--- src/rtl/spi_reg_bank.sv ---
// SPI-slave (mode 0) register bank holding the five PWM-stage control registers.
// Optional cipo readback of the addressed register is enabled by defining SPI_READBACK_EN.
module spi_reg_bank #(
    parameter int         SYNC_STAGES = 2,
    parameter logic [6:0] MAX_ADDR    = 7'h04
) (
    input  logic       clk,
    input  logic       rst_n,
    input  logic       sclk,
    input  logic       copi,
    input  logic       ncs,
    output logic       cipo,
    output logic [7:0] en_reg_out_7_0,
    output logic [7:0] en_reg_out_15_8,
    output logic [7:0] en_reg_pwm_7_0,
    output logic [7:0] en_reg_pwm_15_8,
    output logic [7:0] pwm_duty_cycle,
    output logic       frame_done,
    output logic       frame_err
);

    localparam int SL = SYNC_STAGES + 1;

    typedef enum logic [1:0] {IDLE, RECV, COMMIT} state_t;

    state_t        state;
    logic [SL-1:0] sclk_sync;
    logic [SL-1:0] copi_sync;
    logic [SL-1:0] ncs_sync;
    logic [4:0]    bit_cnt;
    logic [15:0]   shift_reg;
    logic          sclk_rise;
    logic          sclk_fall;
    logic          ncs_fall;
    logic          ncs_rise;
    logic          ncs_lvl;
    logic          copi_lvl;
    logic [6:0]    frame_addr;
    logic [15:0]   shift_next;

    // The ncs chain resets low so a chip select already asserted at reset release
    // produces no falling edge; a frame needs a fresh high-to-low transition.
    always_ff @(posedge clk or negedge rst_n) begin
        if (!rst_n) begin
            sclk_sync <= '0;
            copi_sync <= '0;
            ncs_sync  <= '0;
        end else begin
            sclk_sync <= {sclk_sync[SL-2:0], sclk};
            copi_sync <= {copi_sync[SL-2:0], copi};
            ncs_sync  <= {ncs_sync[SL-2:0], ncs};
        end
    end

    assign sclk_rise  = sclk_sync[SL-2] & ~sclk_sync[SL-1];
    assign sclk_fall  = ~sclk_sync[SL-2] & sclk_sync[SL-1];
    assign ncs_fall   = ~ncs_sync[SL-2] & ncs_sync[SL-1];
    assign ncs_rise   = ncs_sync[SL-2] & ~ncs_sync[SL-1];
    assign ncs_lvl    = ncs_sync[SL-2];
    assign copi_lvl   = copi_sync[SL-2];
    assign frame_addr = shift_reg[14:8];
    assign shift_next = {shift_reg[14:0], copi_lvl};

    function automatic logic [7:0] reg_read(input logic [6:0] addr);
        logic [7:0] val;
        val = 8'h00;
        if (addr <= MAX_ADDR) begin
            case (addr)
                7'h00:   val = en_reg_out_7_0;
                7'h01:   val = en_reg_out_15_8;
                7'h02:   val = en_reg_pwm_7_0;
                7'h03:   val = en_reg_pwm_15_8;
                7'h04:   val = pwm_duty_cycle;
                default: val = 8'h00;
            endcase
        end
        return val;
    endfunction

    always_ff @(posedge clk or negedge rst_n) begin
        if (!rst_n) begin
            state           <= IDLE;
            bit_cnt         <= '0;
            shift_reg       <= '0;
            frame_done      <= 1'b0;
            frame_err       <= 1'b0;
            en_reg_out_7_0  <= 8'h00;
            en_reg_out_15_8 <= 8'h00;
            en_reg_pwm_7_0  <= 8'h00;
            en_reg_pwm_15_8 <= 8'h00;
            pwm_duty_cycle  <= 8'h00;
        end else begin
            frame_done <= 1'b0;
            frame_err  <= 1'b0;
            case (state)
                IDLE: begin
                    if (ncs_fall) begin
                        state     <= RECV;
                        bit_cnt   <= '0;
                        shift_reg <= '0;
                    end
                end
                RECV: begin
                    if (ncs_rise) begin
                        state <= COMMIT;
                    end else if (sclk_rise) begin
                        shift_reg <= shift_next;
                        // Saturate at 17 so any overrun stays distinguishable from 16.
                        if (bit_cnt != 5'd17) bit_cnt <= bit_cnt + 5'd1;
                    end
                end
                COMMIT: begin
                    state <= IDLE;
                    if (bit_cnt == 5'd16 && frame_addr <= MAX_ADDR) begin
                        frame_done <= 1'b1;
                        if (shift_reg[15]) begin
                            case (frame_addr)
                                7'h00:   en_reg_out_7_0  <= shift_reg[7:0];
                                7'h01:   en_reg_out_15_8 <= shift_reg[7:0];
                                7'h02:   en_reg_pwm_7_0  <= shift_reg[7:0];
                                7'h03:   en_reg_pwm_15_8 <= shift_reg[7:0];
                                7'h04:   pwm_duty_cycle  <= shift_reg[7:0];
                                default: ;
                            endcase
                        end
                    end else begin
                        frame_err <= 1'b1;
                    end
                end
                default: state <= IDLE;
            endcase
        end
    end

`ifdef SPI_READBACK_EN
    logic [7:0] rd_shift;

    // The header completes on the 8th rise; the shifter is loaded then and
    // presents its MSB on the following sclk fall.
    always_ff @(posedge clk or negedge rst_n) begin
        if (!rst_n) begin
            rd_shift <= 8'h00;
            cipo     <= 1'b0;
        end else if (ncs_lvl) begin
            rd_shift <= 8'h00;
            cipo     <= 1'b0;
        end else if (state == RECV && !ncs_rise) begin
            if (sclk_rise && bit_cnt == 5'd7 && !shift_next[7]) begin
                rd_shift <= reg_read(shift_next[6:0]);
            end else if (sclk_fall) begin
                cipo     <= rd_shift[7];
                rd_shift <= {rd_shift[6:0], 1'b0};
            end
        end
    end
`else
    assign cipo = 1'b0;
`endif

endmodule

--- config.mk ---
export PLATFORM = sky130hd
export DESIGN_NAME = spi_reg_bank
export DESIGN_NICKNAME = d
export VERILOG_FILES = /design/src/rtl/spi_reg_bank.sv
export SDC_FILE = /design/constraint.sdc
export NUM_CORES = 1
export LEC_CHECK = 0
export ABC_CLOCK_PERIOD_IN_PS = 3400
export BUFFER_PORTS_ARGS = -buffer_cell sky130_fd_sc_hd__buf_2
export CAP_MARGIN = 5
export CORE_ASPECT_RATIO = 2
export CORE_MARGIN = 4
export CORE_UTILIZATION = 45
export DETAILED_ROUTE_END_ITERATION = 12
export GPL_ROUTABILITY_DRIVEN = 0
export HOLD_SLACK_MARGIN = 0.02
export PLACE_DENSITY = 0.66
export SYNTH_ARGS = -nofsm -noshare
export SYNTH_HDL_FRONTEND = slang
export SYNTH_SLANG_ARGS = --single-unit
--- constraint.sdc ---
create_clock -name clk -period 3.4 [get_ports clk]
set_input_delay 0.17 -clock clk [delete_from_list [all_inputs] [get_ports clk]]
set_output_delay 0.17 -clock clk [all_outputs]
set_load 0.1 [all_outputs]
* Yosys cells after proc, flatten, opt, wreduce, memory -nomap -nowiden *
Cells that the tools add are included.

word-level totals
  register bits after elaboration = 73
  output and inout bits = 43
  word-level logic and storage cells = 62

operators by class
  mux-type cells = 16
  $add $sub $neg = 1
  eq/ne operators = 13
  reduce and logical (&&, ||, !) cells = 12
  bitwise logic cells = 6
  order comparisons = 1

operators by type and width
  operator                                             number
  2-to-1 mux 16 bit                                    3
  one-hot mux 16 bit (2 select lines)                  1
  AND reduction 4 bit                                  6
  2-to-1 mux 5 bit                                     4
  == test 7 x 2 -> 1 bit, second input constant        2
  != test 2 bit, second input constant                 5
  one-hot mux 5 bit (2 select lines)                   1
  == test 7 x 1 -> 1 bit, second input constant        1
  == test 7 x 3 -> 1 bit, second input constant        1
  <= comparator 7 x 3 -> 1 bit, second input constant  1
  zero test 7 bit                                      1
  adder 5 x 1 -> 5 bit, second input constant          1
  == test 5 bit, second input constant                 1
  != test 5 bit, second input constant                 1
  AND reduction 5 bit                                  1
  2-to-1 mux 1 bit                                     4
  2-to-1 mux 2 bit                                     2
  one-hot mux 2 bit (2 select lines)                   1
  bitwise AND 1 bit                                    3
  inverter 1 bit                                       3
  == test 2 x 1 -> 1 bit, second input constant        1
  == test 2 bit, second input constant                 1
  zero test 2 bit                                      1
  AND reduction 2 bit                                  1
  other kinds (2)                                      2

* Longest topological paths before layout *
Gate-level depths: netlist (run 1).

  word-level depth = 5
  mapped depth = 7
  gate-level depth less buffers = 6

* Least setup slack after synthesis (run 1) *
OpenSTA, ideal clock, no wires.

  path type = reg-to-reg
  from = register bit_cnt[0]
  to = register pwm_duty_cycle[0]
  slack = 1.388 ns
  path buffers = 1
  data arrival time = 1.886 ns
  period minus slack after synthesis = 2.012 ns
  cell stages (with the launch flop) = 8
  cells stage by stage = dfrtp_1 > inv_1 > ha_1 > and4bb_1 > nand4_2 > or4b_1 > buf_6 > mux2_4

between the ends
  word-level cells in the longest chain between the ends = 3

RTL lines
  item                                  line  source
  start, declared                       30    logic [4:0] bit_cnt;
  start signal, assigned                109   if (bit_cnt != 5'd17) bit_cnt <= bit_cnt + 5'd1;
  == test 5 bit                         114   if (bit_cnt == 5'd16 && frame_addr <= MAX_ADDR) begin
  logical AND 1 bit                     114
  AND reduction 4 bit (no source line)  -
  end signal, assigned                  122   7'h04: pwm_duty_cycle <= shift_reg[7:0];
  end, declared                         17    output logic [7:0] pwm_duty_cycle,

Every way passes these cells.
A chain may end at the register's enable or synchronous reset.

* Worst setup path after layout (run 1) *
  from = register bit_cnt[0]
  to = register pwm_duty_cycle[2]

Same word-level chain as after synthesis.

==> results of run 1 <==
==> synthesized netlist by cell type (all sizes together) (2+ instances only) <==
cell type and instances:
a22o 16, a31oi 3, buf 6, clkbuf 4, dfrtp 73, ha 3
inv 5, mux2 40, nand2b 4, nand3 2, nand4 2, nor2 6
nor2b 5, o21ai 6, o41ai 2, or4 4
==> worst paths after layout <==
| check | to | slack [ns] | start |
|---|---|---|---|
| setup / recovery | pwm_duty_cycle[2] | 1.10 | bit_cnt[0] |
| hold / removal | sclk_sync[1] | 0.35 | sclk_sync[0] |
| setup reg to reg | pwm_duty_cycle[2] | 1.10 | bit_cnt[0] |
| hold reg to reg | sclk_sync[1] | 0.35 | sclk_sync[0] |
| max in group asynchronous | shift_reg[0] | 2.31 | rst_n |
| min in group asynchronous | sclk_sync[1] | 0.50 | rst_n |
==> critical path: cells and delay by family, from the launching register on <==
kind	cells	cell delay [ns]
buf+inv	1	0.10
flops	1	0.43
mux	1	0.38
simple gates	3	1.13
fa+ha+maj	1	0.14
==> metal layers <==
layer / GRT usage, % / routed length (um)
met1: 17.5 / 2230
met4: 8.21 / 108
met2: 26.3 / 2860
met5: 0 / 0
met3: 3.35 / 218
==> stage by stage <==
step                      area, um2  std cells  worst slack [ns]
after global routing           3480        333             0.977
after CTS                      3480        333              1.10
after detailed placement       3150        313              1.11
after floorplan                2860        192              1.39
final                          3480        333              1.10
after global placement         3150        313              1.19
==> cells by family (layout without fill, tap and decap cells) <==
family	after synthesis	count (layout)	share of synthesized area, %
multiplexers	40	40	16.8
AND/OR/NAND/NOR	30	30	7.30
AO/OA/AOI/OAI	30	30	8.09
adder cells (fa/ha/maj)	3	3	1.31
buffers and inverters	15	72	2.54
other	1	1	0.131
flip-flops	73	73	63.8
==> area by class of cell <==
cell class | instances | area [um2] | share of cell area [%]
flip-flops and latches | 73 | 1830 | 52.4
multi-input cells | 104 | 962 | 27.6
repair buffers | 51 | 280 | 8.04
clock buffers | 14 | 254 | 7.29
well taps | 84 | 105 | 3.02
clock inverters | 2 | 37.5 | 1.08
inverters | 5 | 18.8 | 0.539
==> report_power, final <==
part	switching (mW)	internal, mW	total, mW
sequential	0.0301	0.892	0.923
combinational	0.0664	0.0339	0.100
clock	0.315	0.589	0.904
==> what timing repair did <==
item / CTS / global route
hold buffers: 4 / 0
buffers inserted: 0 / 0
hold endpoints to repair: 43 / 0
==> metrics.log, run 1 <==
INFO  metric route.detailed.wl_per_inst = 16.3 um
INFO  metric ctsLongestPathBuffers = 2
INFO  metric antenna_found_initial = 0
INFO  metric post_cts_resized = 0
INFO  metric maxCapViolations = 0
INFO  metric die-height = 121 um
INFO  metric run_status = complete, no violations
INFO  metric timing.hold.worst_path_depth = 0
INFO  metric timing.reg2reg.worst_path_depth = 6
INFO  metric hold_viol = 0
INFO  metric port_buffers = 46
INFO  metric clk_transition_reported_paths = 0.05 ns
INFO  metric setup_tns = 0 ns
INFO  metric fin_nets = 252
INFO  metric synth.ff_latch_count = 73
INFO  metric synth-edff-count = 0
INFO  metric worstPathRequired = 3.60 ns
INFO  metric grt_first_pass_wirelength = 8950 um
INFO  metric post_route_cells_drive_above_1_share = 41.8%
INFO  metric report.final.setup_viol = 0
INFO  metric remaining_design_rule_violation_count = 0
INFO  metric fill_cells = 531
INFO  metric post_route_hold_slack = 0.346 ns
INFO  metric worst-endpoint-arrival = 2.50 ns
INFO  metric critPathMaxFanout = 8
INFO  metric clockRootBuffer = sky130_fd_sc_hd__clkbuf_16
INFO  metric layout.core_utilization = 57.1%
INFO  metric via_count_of_the_first_global_routing_pass = 1783
INFO  metric power_leakage = 1.84 nW
INFO  metric placeableCoreArea = 6110 um2
INFO  metric final_max_slew_viol_count = 0
INFO  metric vias_per_cell = 5.19
INFO  metric detailedRoute.firstIterationViolations = 68
INFO  metric clock_sink_count = 73
INFO  metric cts_htree_levels = 3
INFO  metric grt.total_usage = 15.3%
INFO  metric layout_commonest_cell = sky130_fd_sc_hd__dfrtp_1
INFO  metric largest_net_degree_at_the_start_of_global_routing = 74
INFO  metric synth.net_count = 200
INFO  metric rows = 40
INFO  metric most-common-layout-cells = 73 x sky130_fd_sc_hd__dfrtp_1, 45 x sky130_fd_sc_hd__buf_2, 32 x sky130_fd_sc_hd__mux2_2
INFO  metric synth.lib_cells_used.distinct = 32
INFO  metric type_of_the_worst_setup_path = reg -> reg
INFO  metric finalPower = 1.93 mW
INFO  metric timing.fmax = 435 MHz
INFO  metric rsz0062_at_grt = no
INFO  metric synth.top_cells.by_area = sky130_fd_sc_hd__dfrtp_1 64%, sky130_fd_sc_hd__mux2_2 13%, sky130_fd_sc_hd__a22o_1 4.3%, sky130_fd_sc_hd__mux2_4 4.2%, sky130_fd_sc_hd__ha_1 1.3%
INFO  metric worstSkewPairLatency = 0.32 ns
INFO  metric critPathSlowestCell = sky130_fd_sc_hd__or4b_1
INFO  metric hpwlAfterDp = 3620 um
INFO  metric drt.antenna.violating_nets = 0
INFO  metric syn-mean-instance-area = 14.9 um2
INFO  metric worst_hold_path_type = reg -> reg
INFO  metric dieWidth = 64.4 um
INFO  metric cts_tree = yes
INFO  metric path_cells = inv_1 -> ha_1 -> and4bb_1 -> nand4_2 -> or4b_1 -> mux2_4
INFO  metric power.density_cell_area = 553 nW/um2
INFO  metric synth_top_flop_cell = sky130_fd_sc_hd__dfrtp_1
INFO  metric worst_ir_drop_vdd = 0.460 mV
INFO  metric netlist.top_cell.by_area = sky130_fd_sc_hd__dfrtp_1
INFO  metric timing.critical_path.slowest_cell_delay = 0.74 ns
INFO  metric route.vias.total = 1727
INFO  metric worst_clock_skew = 0.00596 ns
INFO  metric synthesis.yosys.warnings = 0
INFO  metric synth_largest_type_area_fraction = 63.8%
INFO  metric syn-cell-area = 2860 um2
INFO  metric totalWireLength = 5420 um
INFO  metric synth-async-reset-ratio = 100%
INFO  metric cts_buffers = 9
INFO  metric insertedDiodeCount = 0
INFO  metric drt-pass1-iter-count = 4
INFO  metric design.die.area = 7780 um2
INFO  metric finalCriticalPeriod = 2.30 ns
INFO  metric grt-ovfl-total = 0
INFO  metric final_clock_period_utilization_by_the_worst_path = 67.6%
INFO  metric timing.max_slew.rel_slack = 41.3%
INFO  metric synthCells = 192
INFO  metric boundaryPins = 48
INFO  metric crit_path_start_kind = flip-flop
INFO  metric initial_utilization = 46.9%
INFO  metric yosysSeqAreaShare = 63.8%
INFO  metric flow.area_growth_from_synthesis = 21.8%
INFO  metric largest_reg_flops = 16
INFO  metric endpoint_kind = flip-flop
INFO  metric tightest_slew = 0.881 ns
Power figures use the tool's default switching activity.
==> run 2: changes to the inputs <==
Settings changed: ABC_CLOCK_PERIOD_IN_PS 3400 to 2000, PLACE_DENSITY 0.66 to 0.69.
Clock period 3.4 ns to 2 ns, I/O delays scaled along.
==> run 2 against run 1 <==
- flip-flop and latch count did not move
- maximum frequency rose by 15%
- setup slack got worse by 1.1 ns
- total power rose by 65%
- first-iteration DRC count fell by 15%
- critical path type unchanged
- largest cell class unchanged
==> metrics.log, run 2 (synthesis results as in run 1) <==
INFO  metric crit_path_start_kind = flip-flop
INFO  metric remaining_design_rule_violation_count = 0 (unchanged)
INFO  metric place_area = 3280 um2 (+4.0%)
INFO  metric tightest_slew = 0.901 ns (+0.0197 ns)
INFO  metric route.detailed.wl_per_inst = 16.0 um (-1.4%)
INFO  metric cts_htree_levels = 3 (unchanged)
INFO  metric dieWidth = 64.4 um (unchanged)
INFO  metric worst_clock_skew = 0.00351 ns (-0.00246 ns)
INFO  metric totalWireLength = 5560 um (+2.7%)
INFO  metric global_route.usage.met3 = 3.72% (+0.37 points)
INFO  metric flow.area_growth_from_synthesis = 26.8%
INFO  metric fin_nets = 269 (+6.7%)
INFO  metric worstSkewPairLatency = 0.32 ns (about the same)
INFO  metric critPathSlowestCell = sky130_fd_sc_hd__or4b_4
INFO  metric maxCapViolations = 0 (unchanged)
INFO  metric post_route_cells_drive_above_1_share = 48.3% (+6.5 points)
INFO  metric placement.setup.worst_slack = -0.0605 ns (-1.17 ns)
INFO  metric worstPathRequired = 2.21 ns (-1.39 ns)
INFO  metric insertedDiodeCount = 0 (unchanged)
INFO  metric fin_area = 3630 um2 (+4.1%)
INFO  metric route.vias.total = 1774 (+2.7%)
INFO  metric drt-pass1-iter-count = 4 (unchanged)
INFO  metric detailedRoute.firstIterationViolations = 58 (-15%)
INFO  metric timing.hold.worst_path_depth = 0 (unchanged)
INFO  metric worst_hold_path_type = reg -> reg
INFO  metric vias_per_cell = 5.11 (-1.4%)
INFO  metric clk_transition_reported_paths = 0.05 ns (about the same)
INFO  metric groute.layer.met2.usage = 28.0% (+1.7 points)
INFO  metric final_clock_period_utilization_by_the_worst_path = 99.6% (+32 points)
INFO  metric placeableCoreArea = 6110 um2 (unchanged)
INFO  metric timing.critical_path.slowest_cell_delay = 0.61 ns (-0.13 ns)
INFO  metric port_buffers = 46 (unchanged)
INFO  metric drt.antenna.violating_nets = 0 (unchanged)
INFO  metric placed_cells = 330 (+5.4%)
INFO  metric run_status = complete, no violations
INFO  metric hpwlAfterDp = 3830 um (+5.8%)
INFO  metric most-common-layout-cells = 73 x sky130_fd_sc_hd__dfrtp_1, 45 x sky130_fd_sc_hd__buf_2, 32 x sky130_fd_sc_hd__mux2_2
INFO  metric design.die.area = 7780 um2 (unchanged)
INFO  metric power.density_cell_area = 875 nW/um2 (+58%)
INFO  metric cts_buffers = 9 (unchanged)
INFO  metric via_count_of_the_first_global_routing_pass = 1866 (+4.7%)
INFO  metric critPathMaxFanout = 8 (unchanged)
INFO  metric grt-ovfl-total = 0 (unchanged)
INFO  metric timing.max_slew.rel_slack = 39.9% (-1.3 points)
INFO  metric fin_ws = 0.00785 ns (-1.09 ns)
INFO  metric endpoint_kind = flip-flop
INFO  metric path_cells = inv_2 -> ha_4 -> and4bb_2 -> nand4_4 -> or4b_4 -> mux2_4
INFO  metric fin_cells = 347 (+4.2%)
INFO  metric cts_tree = yes
INFO  metric power_leakage = 1.94 nW (+5.3%)
INFO  metric die-height = 121 um (unchanged)
INFO  metric type_of_the_worst_setup_path = reg -> reg
INFO  metric initial_utilization = 46.9% (unchanged)
INFO  metric grt_first_pass_wirelength = 9410 um (+5.2%)
INFO  metric largest_reg_flops = 16 (unchanged)
INFO  metric rsz0062_at_grt = yes
INFO  metric ctsLongestPathBuffers = 2 (unchanged)
INFO  metric rows = 40 (unchanged)
INFO  metric clock_sink_count = 73 (unchanged)
INFO  metric setup_tns = 0 ns (unchanged)
INFO  metric met1_usage = 18.1% (+0.58 points)
INFO  metric largest_net_degree_at_the_start_of_global_routing = 74 (unchanged)
INFO  metric timing.reg2reg.worst_path_depth = 6 (unchanged)
INFO  metric worst_ir_drop_vdd = 0.549 mV (+19%)
INFO  metric worst-endpoint-arrival = 2.20 ns (-0.30 ns)
INFO  metric final_max_slew_viol_count = 0 (unchanged)
INFO  metric boundaryPins = 48 (unchanged)
INFO  metric layout_commonest_cell = sky130_fd_sc_hd__dfrtp_1
INFO  metric clockRootBuffer = sky130_fd_sc_hd__clkbuf_16
INFO  metric timing.fmax = 502 MHz (+15%)
INFO  metric global_route.peak_usage_layer = met2
INFO  metric grt.total_usage = 16.3% (+0.96 points)
INFO  metric finalCriticalPeriod = 1.99 ns (-0.307 ns)
INFO  metric report.final.setup_viol = 0 (unchanged)
INFO  metric antenna_found_initial = 0 (unchanged)
INFO  metric hold_viol = 0 (unchanged)
run 2: cell types whose count changed in the layout (fill, tap and decap cells not counted), sizes merged:
cell	before	now
buf	47	64
clkbuf	14	12
bufinv	1	0
clkinv	0	1
clkinvlp	1	0
run 2: layer usage:
metal  part of all wire [%]  wire length [um]
met1                     41              2310
met2                     53              2960
met3                    3.1               172
met4                    2.3               127
met5                      0                 0
run 2: through the flow:
| stage | power [mW] | utilization, % | hold WS (ns) |
|---|---|---|---|
| floorplan | 1.69 | - | -0.196 |
| global placement | 1.78 | 53.7 | 0.210 |
| detailed placement | 1.79 | 53.7 | 0.209 |
| CTS | 3.21 | 58.8 | 0.350 |
| global route | 3.30 | 59.4 | 0.355 |
| finish | 3.17 | 59.4 | 0.348 |
run 2: what timing repair did:
item                                    CTS  global route
hold buffers                              4             0
buffers inserted                          0             1
pin swaps                                 3             1
endpoints found under the hold margin    76             0
resized for setup                         6            10
endpoints found under the setup margin   16            40
run 2: cell type report:
class	count	area, um2
clock buffers	12	246
clock inverters	1	5.00
fillers	510	2480
inverters	5	18.8
multi-input cells	104	995
flip-flops and latches	73	1830
well taps	84	105
repair buffers	68	430
run 2: critical path: cells and delay by family, from the launching register on:
kind	cells	cell delay, ns
and+or+nand+nor	3	0.97
DFF	1	0.39
muxes	1	0.33
adders and majority gates	1	0.11
buffers and inverters	1	0.08
run 2: path summary, 6_finish.rpt:
check                      slack, ns            endpoint    startpoint
setup / recovery               0.008   pwm_duty_cycle[3]    bit_cnt[0]
hold / removal                  0.35        sclk_sync[1]  sclk_sync[0]
setup reg to reg               0.008   pwm_duty_cycle[3]    bit_cnt[0]
hold reg to reg                 0.35        sclk_sync[1]  sclk_sync[0]
max in group asynchronous       0.97  en_reg_out_15_8[0]         rst_n
min in group asynchronous       0.45        sclk_sync[0]         rst_n
run 2: power breakdown:
part / total (mW) / switching [mW] / leakage, nW / internal (mW)
Sequential: 1.55 / 0.0345 / 0.996 / 1.52
Combinational: 0.244 / 0.146 / 0.821 / 0.0982
Clock: 1.38 / 0.528 / 0.124 / 0.849
